`src/rtl/conv_sched_pkg.sv`:
```
// Purpose: shared types, constants and width helpers for the conv_mac_sched sequencer.
// Latency: n/a (declarations only).
// Backpressure: n/a.
package conv_sched_pkg;

   typedef enum logic [1:0] {
      LOAD  = 2'd0,
      ISSUE = 2'd1,
      DRAIN = 2'd2,
      OUT   = 2'd3
   } state_t;

   // One cycle of registered memory/ROM read plus one cycle of MAC product register.
   localparam int DRAIN_CYC = 2;

   // Width of a counter/address covering 0..n-1; never below one bit.
   function automatic int cw(input int n);
      return (n > 1) ? $clog2(n) : 1;
   endfunction

   // Width of a counter covering 0..n inclusive.
   function automatic int cw_incl(input int n);
      return cw(n + 1);
   endfunction

endpackage

```
`src/rtl/conv_sched_delay.sv`:
```
// Purpose: N-stage shift register turning the issue strobe into the MAC accumulate enable.
// Latency: N cycles from din to dout; clr empties every stage on the next edge.
// Backpressure: none, free-running every cycle.
// Ports: clk, clr (synchronous clear), din (issue strobe), dout (delayed strobe).
module conv_sched_delay
   import conv_sched_pkg::*;
#(
   parameter int N = DRAIN_CYC
) (
   input  logic clk,
   input  logic clr,
   input  logic din,
   output logic dout
);

   logic [N-1:0] sr_q;
   logic [N-1:0] sr_d;

   always_comb begin
      sr_d = N'({sr_q, din});
   end

   always_ff @(posedge clk) begin
      if (clr) begin
         sr_q <= '0;
      end else begin
         sr_q <= sr_d;
      end
   end

   assign dout = sr_q[N-1];

endmodule

```
`src/rtl/conv_mac_sched.sv`:
```
// Purpose: sequences K filters over one shared MAC: load an X-sample frame, then issue F taps per output.
// Latency: first y_valid 11 cycles after the last x handshake; F+3 cycles per output with y_ready high.
// Backpressure: x_ready only in LOAD; OUT holds y_valid/y_filt/y_pos indefinitely until y_ready.
// Ports: clk/reset (sync, active-high); x_valid/x_ready/x_wr_en input stream + X memory write;
//        x_addr/f_addr memory/ROM addresses; mac_en/mac_clear MAC control;
//        y_valid/y_ready/y_filt/y_pos tagged output stream; done end-of-frame pulse.
module conv_mac_sched
   import conv_sched_pkg::*;
#(
   parameter int X = 32,
   parameter int F = 8,
   parameter int K = 4
) (
   input  logic               clk,
   input  logic               reset,
   input  logic               x_valid,
   output logic               x_ready,
   output logic               x_wr_en,
   output logic [cw(X)-1:0]   x_addr,
   output logic [cw(K*F)-1:0] f_addr,
   output logic               mac_en,
   output logic               mac_clear,
   output logic               y_valid,
   input  logic               y_ready,
   output logic [cw(K)-1:0]   y_filt,
   output logic [cw(X)-1:0]   y_pos,
   output logic               done
);

   localparam int AW  = cw(X);
   localparam int FAW = cw(K*F);
   localparam int KW  = cw(K);
   localparam int TW  = cw(F);

   localparam logic [AW-1:0] LD_LAST  = AW'(X - 1);
   localparam logic [AW-1:0] P_LAST   = AW'(X - F);
   localparam logic [KW-1:0] K_LAST   = KW'(K - 1);
   localparam logic [TW-1:0] TAP_LAST = TW'(F - 1);
   localparam logic [TW-1:0] DRN_LAST = TW'(DRAIN_CYC - 1);

   state_t           state_q,   state_d;
   logic [AW-1:0]    ld_q,      ld_d;
   logic [KW-1:0]    k_q,       k_d;
   logic [AW-1:0]    p_q,       p_d;
   // tap index in ISSUE, reused as the drain cycle counter in DRAIN
   logic [TW-1:0]    tap_q,     tap_d;
   logic             x_ready_q, x_ready_d;
   logic             y_valid_q, y_valid_d;
   logic             issue_q,   issue_d;
   logic             done_q,    done_d;
   logic [AW-1:0]    x_addr_q,  x_addr_d;
   logic [FAW-1:0]   f_addr_q,  f_addr_d;

   logic x_hs;
   logic y_hs;

   assign x_hs = x_valid & x_ready_q;
   assign y_hs = y_valid_q & y_ready;

   always_comb begin
      state_d = state_q;
      ld_d    = ld_q;
      k_d     = k_q;
      p_d     = p_q;
      tap_d   = tap_q;
      done_d  = 1'b0;

      case (state_q)
         LOAD: begin
            if (x_hs) begin
               if (ld_q == LD_LAST) begin
                  state_d = ISSUE;
                  ld_d    = '0;
                  k_d     = '0;
                  p_d     = '0;
                  tap_d   = '0;
               end else begin
                  ld_d = ld_q + AW'(1);
               end
            end
         end
         ISSUE: begin
            if (tap_q == TAP_LAST) begin
               state_d = DRAIN;
               tap_d   = '0;
            end else begin
               tap_d = tap_q + TW'(1);
            end
         end
         DRAIN: begin
            if (tap_q == DRN_LAST) begin
               state_d = OUT;
               tap_d   = '0;
            end else begin
               tap_d = tap_q + TW'(1);
            end
         end
         OUT: begin
            if (y_hs) begin
               tap_d = '0;
               if (p_q == P_LAST) begin
                  p_d = '0;
                  if (k_q == K_LAST) begin
                     k_d     = '0;
                     state_d = LOAD;
                     done_d  = 1'b1;
                  end else begin
                     k_d     = k_q + KW'(1);
                     state_d = ISSUE;
                  end
               end else begin
                  p_d     = p_q + AW'(1);
                  state_d = ISSUE;
               end
            end
         end
         default: begin
            state_d = LOAD;
            ld_d    = '0;
            k_d     = '0;
            p_d     = '0;
            tap_d   = '0;
         end
      endcase

      // Outputs are decoded from the next state so they register alongside it.
      x_ready_d = (state_d == LOAD);
      y_valid_d = (state_d == OUT);
      issue_d   = (state_d == ISSUE);
      x_addr_d  = '0;
      f_addr_d  = '0;
      if (state_d == LOAD) begin
         x_addr_d = ld_d;
      end else if (state_d == ISSUE) begin
         // p <= X-F and tap <= F-1, so the sum stays within the frame.
         x_addr_d = p_d + AW'(tap_d);
         f_addr_d = FAW'(k_d) * FAW'(F) + FAW'(tap_d);
      end
   end

   always_ff @(posedge clk) begin
      if (reset) begin
         state_q   <= LOAD;
         ld_q      <= '0;
         k_q       <= '0;
         p_q       <= '0;
         tap_q     <= '0;
         x_ready_q <= 1'b1;
         y_valid_q <= 1'b0;
         issue_q   <= 1'b0;
         done_q    <= 1'b0;
         x_addr_q  <= '0;
         f_addr_q  <= '0;
      end else begin
         state_q   <= state_d;
         ld_q      <= ld_d;
         k_q       <= k_d;
         p_q       <= p_d;
         tap_q     <= tap_d;
         x_ready_q <= x_ready_d;
         y_valid_q <= y_valid_d;
         issue_q   <= issue_d;
         done_q    <= done_d;
         x_addr_q  <= x_addr_d;
         f_addr_q  <= f_addr_d;
      end
   end

   // Aligns the accumulate enable with products arriving after read + product register.
   conv_sched_delay #(
      .N (DRAIN_CYC)
   ) u_delay (
      .clk  (clk),
      .clr  (reset),
      .din  (issue_q),
      .dout (mac_en)
   );

   assign x_ready   = x_ready_q;
   assign x_wr_en   = x_hs;
   assign x_addr    = x_addr_q;
   assign f_addr    = f_addr_q;
   assign y_valid   = y_valid_q;
   assign y_filt    = k_q;
   assign y_pos     = p_q;
   assign done      = done_q;
   // Clears while loading and on every accepted output so the next output starts from zero.
   assign mac_clear = (state_q == LOAD) | y_hs | reset;

endmodule

```
`config.mk`:
```
export PLATFORM = sky130hd
export DESIGN_NAME = conv_mac_sched
export DESIGN_NICKNAME = d
export VERILOG_FILES = /design/src/rtl/conv_sched_pkg.sv /design/src/rtl/conv_sched_delay.sv /design/src/rtl/conv_mac_sched.sv
export SDC_FILE = /design/constraint.sdc
export NUM_CORES = 1
export LEC_CHECK = 0
export CAP_MARGIN = 15
export CORE_AREA = 10 10 72 74
export CTS_BUF_LIST = sky130_fd_sc_hd__clkbuf_16
export DETAILED_ROUTE_END_ITERATION = 10
export DIE_AREA = 0 0 82 84
export PLACE_DENSITY = 0.67
export SLEW_MARGIN = 20
export SYNTH_ARGS = -nofsm -noshare
export SYNTH_HDL_FRONTEND = slang
export SYNTH_HIERARCHICAL = 1
export SYNTH_SLANG_ARGS = --single-unit
```
`constraint.sdc`:
```
create_clock -name clk -period 3.4 [get_ports clk]
set_clock_uncertainty 0.05 [all_clocks]
set_input_delay 0.51 -clock clk [delete_from_list [all_inputs] [get_ports clk]]
set_output_delay 0.51 -clock clk [all_outputs]
set_load 0.02 [all_outputs]
```
==> flow_summary.yaml, run 1 <==
drt:
  drt_iter0_markers: 80
  wl_microns: 3760
  postRouteAntennaNets: 0
  routedWlPerCell_microns: 13.9
  drc: 0
  vias_per_cell: 5.13
  via_count: 1385
  first_pass_iters: 4
clock_tree:
  post_cts_buffers: 0
  cts.htree.levels: 2
  clk_pin_slew_worst_paths_ps: 50
  postCtsHoldBufs: 0
  cts.sinks: 33
  cts_buffers: 5
  clk-insertion-delay-late_ps: 280
  clockRootBuffer: "clkbuf_16"
  clk_path_buf_depth: 2
  cts_tree: "done"
power:
  leakagePower_nw: 0.855
  power_density_mw_per_mm2: 457
  peakVddDrop_v: 0.000316
setup_path:
  crit_fanout: 4
  r2r_start: "ld_q[0]$_SDFF_PP0_"
  r2r_setup_slack_ps: 340
  critical_path_class: "flip-flop to flip-flop"
  end_kind: "flip-flop"
  r2r_cells: 12
  start_kind: "flip-flop"
  worstReg2RegEnd: "x_addr[4]$_SDFF_PP0_"
  crit_arrival_ps: 3180
  critPathRequiredTime_ps: 3520
placed_design:
  place_hpwl_microns: 2880
  port-buffer-count: 26
  gp_congestion: 0.844
sta:
  tns_ps: 0
  worst_pin_slew_ps: 360
  slew_violations: 0
  fin_crit_sh_pct: 90.0
  period_minus_slack_ps: 3060
  max_clock_freq_ghz: 0.327
  slew_headroom_pct: 75.8
  rsz0062_at_grt: "false"
  setup_viol: 0
  hold_viol: 0
synthesis:
  synth_top_area_share_pct: 40.1
  synth_edf_count: 0
  ys_ff_latch: 33
  synthesis.nets: 205
  ys_types: 42
  synth_simple_gate_area_share_pct: 22.6
  synth_most_common_cell: "dfxtp_1"
  synth_top_family_by_area: "simple AND/OR/NAND/NOR gates"
  ys_top_cells_by_count: "33 x dfxtp_1, 19 x nor2_1, 16 x a21oi_1, 16 x ha_1, 13 x nand2_1"
  synthFlopType: "dfxtp_1"
  yosysSeqAreaShare_pct: 40.1
  synth-xor-area-share_pct: 2.13
  syn_inst: 184
  synthMuxAreaShare_pct: 0.684
  synthArstFlopShare_pct: 0
  netlist_area_sq_mm: 0.00165
  synth.top_cells.by_area: "dfxtp_1 40%, ha_1 12%, a21oi_1 4.9%"
  synth_fa_ha_area_share_pct: 13.4
  syn_avg_cell_area_sq_um: 8.95
  yosysTopAreaCell: "dfxtp_1"
  synth_compound_area_share_pct: 17.6
  synth_warnings: 6
final_layout:
  multi_input_area_sq_um: 936
  area_growth_pct: 30.2
  fin_nets: 240
  post-route-util_pct: 55.6
  n_antenna_cell: 0
  nFillCells: 360
  drive_gt1_share_pct: 10.0
  ff_latch_area_sq_um: 661
floorplan:
  ios: 27
  die-area_sq_mm: 0.00689
  rows: 23
  dieHeight_microns: 84
  core_area_sq_mm: 0.00386
  die_w_microns: 82
  start_util_pct: 42.7
min_path:
  hold_class: "flip-flop to flip-flop"
  hold_start: "issue_q$_SDFF_PP0_"
  hold-path-endpoint: "u_delay/sr_q[0]$_SDFF_PP0_"
  min_path_cells: 1
global_routing:
  grt.overflow.total: 0
  grtUsageTotal_pct: 11.7
  use_met2_pct: 18.3
  grt_util_met1_pct: 14.0
  busiest_layer: "met2"
  grt_max_degree: 23
  met3_usage_pct: 4.31
  grt_pass1_wl_microns: 6400
  grt_antenna_before_repair: 0
  grt_pass1_vias: 1342
job:
  maxCapViolations: 0
run_status:
  outcome: "complete, no violations"
## layout by cell type (no fill, tap or decap), types with 3 or more instances in the layout
cell type	n
o21ai_1	3
nor3_1	4
ha_1	16
nand2_1	13
clkdlybuf4s50_1	26
and2_1	4
clkbuf_16	5
buf_4	5
and3_1	3
nand3_1	4
nor2_1	19
nand4_1	3
nor3b_1	4
nor2b_1	9
inv_1	11
dfxtp_1	33
or3_1	3
o21ai_0	4
a21oi_1	16
## metal layers
metal  vias to the layer above  part of all wire, %  wire length (microns)
met2                        25                   48                   1810
met4                         0                  1.1                     42
met3                         5                  5.0                    189
met1                       638                   46                   1720
li1                        717                    -                      -
met5                         -                    0                      0
## cells by family (layout without fill, tap and decap cells)
kind of cell | count (synthesis) | in the layout
multiplexers | 1 | 1
buffers and inverters | 15 | 51
adder cells (fa/ha/maj) | 17 | 17
flip-flops | 33 | 33
AO/OA/AOI/OAI | 43 | 43
AND/OR/NAND/NOR | 71 | 71
XOR/XNOR | 4 | 4
## critical path, cell delays in order (launching register included)
cell	delay, ps
dfxtp_1	390
ha_1	210
and3_1	150
ha_1	200
nand3_1	120
mux2_2	310
a21oi_1	230
inv_1	70
ha_1	220
fa_1	400
a21oi_1	190
o21ai_0	110
a32o_1	280
## area by class of cell
class / count / area share, %
sequential: 33 / 30.8
tap: 50 / 2.92
inverter: 12 / 2.10
timing repair buffer: 31 / 13.9
clock buffer: 5 / 5.83
multi-input combinational: 136 / 43.6
clock inverter: 3 / 0.817
## sequential cells by signal, indices dropped and copies added, names as in the netlist
signal	flops
y_filt	2
done	1
x_ready	1
y_valid	1
f_addr	5
state_q	2
issue_q	1
ld_q	5
x_addr	5
tap_q	3
y_pos	5
u_delay/sr_q	2
## per-stage QoR
stage          total power, mW  instances  hold WS [ps]  instance area, sq um  worst slack [ps]
2_1_floorplan            0.506        184           364                  1650               609
3_3_place_gp             0.560        262           370                  1990               196
3_5_place_dp             0.560        262           376                  1990               283
4_1_cts                  0.986        270           388                  2140               299
5_1_grt                   1.02        270           400                  2140              21.7
6_report                 0.980        270           385                  2140               339
## timing repair
action / 4_1_cts / 5_1_grt
resized for setup: 0 / 2
endpoints found under the setup margin: 0 / 1
endpoints found under the hold margin: 0 / 0
## how the worst max path moves through the flow
stage,slack (ps),to,start,cells after the start
global placement,200,x_addr[3]$_SDFF_PP0_,y_ready,8
floorplan,610,x_addr[4]$_SDFF_PP0_,ld_q[0]$_SDFF_PP0_,12
CTS,300,x_addr[3]$_SDFF_PP0_,ld_q[0]$_SDFF_PP0_,13
finish,340,x_addr[4]$_SDFF_PP0_,ld_q[0]$_SDFF_PP0_,12
detailed placement,280,x_addr[3]$_SDFF_PP0_,y_ready,11
global route,20,x_addr[2]$_SDFF_PP0_,ld_q[0]$_SDFF_PP0_,12
## report_power, final
group / switching, mW / internal (mW) / leakage, nW
sequential: 0.0103 / 0.405 / 0.267
clock: 0.160 / 0.268 / 0.0696
combinational: 0.0803 / 0.0574 / 0.519
total: 0.250 / 0.730 / 0.855
Note: power is estimated with default switching activity, not from simulation.
==> run 2: changes to the inputs <==
Settings changed: CAP_MARGIN 15 to not set, CELL_PAD_IN_SITES_DETAIL_PLACEMENT set to 0, CELL_PAD_IN_SITES_GLOBAL_PLACEMENT set to 1, CORE_AREA 10 10 72 74 to 10 10 70 86, DIE_AREA 0 0 82 84 to 0 0 80 96, PLACE_DENSITY 0.67 to not set, PLACE_DENSITY_LB_ADDON set to 0.1.
==> run 2 against run 1 <==
Compared with the run above: worst setup slack improved by 51 ps; non-clock buffer count unchanged; largest power group unchanged; clock-buffer cell count did not move; cell count rose by 3.0%; critical path type unchanged; die area up 11%; core utilization down 5.6 points; largest cell class unchanged; routed wire length grew 9.2%; worst hold slack improved by 1.5 ps; first-iteration DRC count shrank 30%; combinational power about the same; global-route usage decreased by 0.14 points; fmax rose by 1.7%.
==> flow_summary.yaml, run 2 (synthesized netlist as in run 1, its figures left out) <==
sta:
  setup_viol: 0
  slew_violations: 0
  worst_pin_slew_ps: 382
  worst_slack_ps: 390
  period_minus_slack_ps: 3010
  tns_ps: 0
  hold_viol: 0
  fin_crit_sh_pct: 88.5
  slew_headroom_pct: 74.5
  rsz0062_at_grt: "false"
  max_clock_freq_ghz: 0.332
placed_design:
  pre_cts_ws_ps: 256
  port-buffer-count: 26
  place_hpwl_microns: 3140
  placed_cells: 270
  gp_congestion: 0.814
drt:
  postRouteAntennaNets: 0
  wl_microns: 4110
  routedWlPerCell_microns: 14.8
  drc: 0
  via_count: 1416
  vias_per_cell: 5.09
  first_pass_iters: 4
  drt_iter0_markers: 56
power:
  leakagePower_nw: 0.880
  power_density_mw_per_mm2: 516
  totalPowerFinal_mw: 1.13
  peakVddDrop_v: 0.000431
final_layout:
  drive_gt1_share_pct: 10.0
  post-route-util_pct: 50.1
  fin_nets: 240
  n_antenna_cell: 0
  area_growth_pct: 33.5
  final_cell_mix: "33 x dfxtp_1, 26 x clkdlybuf4s50_1, 19 x nor2_1"
  instances_no_fill: 278
  final_common_cell: "dfxtp_1"
clock_tree:
  clk_pin_slew_worst_paths_ps: 60
  cts.sinks: 33
  cts_tree: "done"
  clockRootBuffer: "clkbuf_16"
  clk-insertion-delay-late_ps: 280
  cts_buffers: 5
  postCtsHoldBufs: 0
  cts.htree.levels: 2
  clk_path_buf_depth: 2
floorplan:
  start_util_pct: 37.5
  core_area_sq_mm: 0.00439
  rows: 27
  die_w_microns: 80
  die-area_sq_mm: 0.00768
  dieHeight_microns: 96
  ios: 27
global_routing:
  grt_antenna_before_repair: 0
  grt_max_degree: 23
  grt_pass1_vias: 1447
  grt_pass1_wl_microns: 7000
  grtUsageTotal_pct: 11.5
  grt.overflow.total: 0
setup_path:
  crit_arrival_ps: 3130
  start_kind: "flip-flop"
  critical_path_class: "flip-flop to flip-flop"
  critPathRequiredTime_ps: 3520
  end_kind: "flip-flop"
  crit_fanout: 6
job:
  maxCapViolations: 0
min_path:
  hold_class: "flip-flop to flip-flop"
run_status:
  outcome: "complete, no violations"
[run 2: what timing repair did]
item                                    in CTS  in global routing
setup buffers                                0                  0
endpoints found under the setup margin       0                  1
resized for setup                            0                  1
[run 2: where the power goes]
group	internal, mW	switching [mW]	total (mW)	leakage (nW)
clock network	0.418	0.162	0.580	0.0938
registers	0.405	0.0106	0.415	0.267
logic	0.0572	0.0808	0.138	0.519
total	0.880	0.253	1.13	0.880
[run 2: metrics by stage]
stage,cell area (sq um),hold slack (ps)
2_1_floorplan,1650,364
3_3_place_gp,2000,370
3_5_place_dp,2000,374
4_1_cts,2190,387
5_1_grt,2200,412
6_report,2200,387
[run 2: final cells by class]
cell class	count	area, sq um
fill	433	2190
clock buffer	5	125
clock inverter	3	65.1
tap	58	72.6
timing repair buffer	31	298
inverter	12	45.0
sequential	33	661
multi-input combinational	136	932
[run 2: worst max-delay path, stage by stage (launching register included)]
cell and delay (ps):
dfxtp_1 430, inv_1 100, ha_1 390, or4_1 560
o21ai_1 90, nand2_1 60, o21ai_1 150, ha_1 240
fa_1 210, a21oi_1 80, or3_1 310, a32o_1 240
[run 2: per-layer routing]
| metal | GRT usage, % | wire, microns |
|---|---|---|
| met5 | 0 | 0 |
| met4 | 4.85 | 80 |
| met3 | 4.20 | 234 |
| met2 | 19.2 | 2010 |
| met1 | 13.0 | 1780 |
[run 2: worst paths after layout]
path,from,endpoint,slack (ps),cells after the start
worst max-delay path,state_q[0]$_SDFF_PP0_,x_addr[4]$_SDFF_PP0_,390,11
worst min-delay path,issue_q$_SDFF_PP0_,u_delay/sr_q[0]$_SDFF_PP0_,390,1
worst max register to register,state_q[0]$_SDFF_PP0_,x_addr[4]$_SDFF_PP0_,390,11
worst min register to register,issue_q$_SDFF_PP0_,u_delay/sr_q[0]$_SDFF_PP0_,390,1
==> RTL edit: new RTL, flow settings as in run 1 <==
Encoding of `state_t`: now one-hot (4 bits for 4 states).
--- a/src/rtl/conv_sched_pkg.sv
+++ b/src/rtl/conv_sched_pkg.sv
@@ -4,9 +4,9 @@
 package conv_sched_pkg;
 
-   typedef enum logic [1:0] {
-      LOAD  = 2'd0,
-      ISSUE = 2'd1,
-      DRAIN = 2'd2,
-      OUT   = 2'd3
+   typedef enum logic [3:0] {
+      LOAD  = 4'b0001,
+      ISSUE = 4'b0010,
+      DRAIN = 4'b0100,
+      OUT   = 4'b1000
    } state_t;
 
Behaviour: same outputs for any inputs over 10 cycles, from zero or initial values and one cycle with reset high; not proved beyond that.
==> RTL edit against run 1 <==
Setup slack worse by 0.015 ns. Area after synthesis up 10%. Cell area up 4.7%. Routed wire length up 14%. Sequential cell count up 2. First-iteration DRC count up 41%. Critical endpoint is now x_addr[2]. Largest cell class unchanged.
Power is not compared: it rests on default switching activity, and its combinational part moved more than twofold at a synthesized area within 25%.
==> RTL edit: results <==
[min_path]
hold_depth = 1

[final_layout]
final_cells = 280
drive_gt1_frac = 0.0913
n_antenna_cell = 0
fill_cells = 358
num-nets-final = 245

[worst_setup_path]
slowest_stage = "fa_1"
slowest_delay_ns = 0.42
worstPathArrival_ns = 3.20
r2r_cells = 13

[global_routing]
grt_use_met1 = 0.172
use_met3 = 0.0463
grt_use_total = 0.137
grt_pass1_vias = 1515
grt_pass1_wl_mm = 7.40
grt_use_met2 = 0.204

[synth]
ys_top_cells_by_area = "dfxtp_1, ha_1, nor2_1, nand2_1, inv_1"
synth_compound_area_frac = 0.200
seq_area_frac_synth = 0.387
synth_xor_area_frac = 0.00967
synthMuxAreaShare = 0.00622
netlist_top_cells_count = "dfxtp_1, nor2_1, nand2_1"
synthCells = 202
synth.net_count = 218

[placement]
preCtsSetupSlack_ns = 0.317
placed_cell_area_um2 = 2100
dp.cells = 272
place.gp.congestion = 0.960

[drt]
wire_per_inst_um = 15.3
met1Wirelength_mm = 1.95
vias_per_cell = 5.44
wl_met3_um = 301
wl_met2_mm = 1.95
drt_first_iter_violations = 113

[sta]
slew_headroom = 0.648

[status]
status = "complete, no violations"

[power]
p_leak_nw = 0.952

[clocking]
cts_resized = 0
==> RTL edit: cell count changes after synthesis, moves of 3 or more <==
cell             run 1  this run
a22oi_1              0         5
nor3b_1              4         0
nand2_1             13        20
o211ai_1             1         5
o21ai_0              4         7
inv_1               11        16
nor4_1               0         3
ha_1                16        11
a211oi_1             0         4
a21oi_1             16         9
nor2_1              19        23
nor2b_1              9         2
==> RTL edit: path summary, 6_finish.rpt <==
path / from / to / slack, ns
max: ld_q[0] / x_addr[2] / 0.32
min: u_delay/sr_q[0] / u_delay/sr_q[1] / 0.40
max reg2reg: ld_q[0] / x_addr[2] / 0.32
min reg2reg: u_delay/sr_q[0] / u_delay/sr_q[1] / 0.40
==> RTL edit: area by class of cell <==
cell class,count,area [um2],area share
flip-flops and latches,35,701,0.312
clock inverters,3,20.0,0.00891
multi-input cells,143,1010,0.448
inverters,17,63.8,0.0284
repair buffers,27,268,0.119
well taps,50,62.6,0.0279
clock buffers,5,125,0.0557
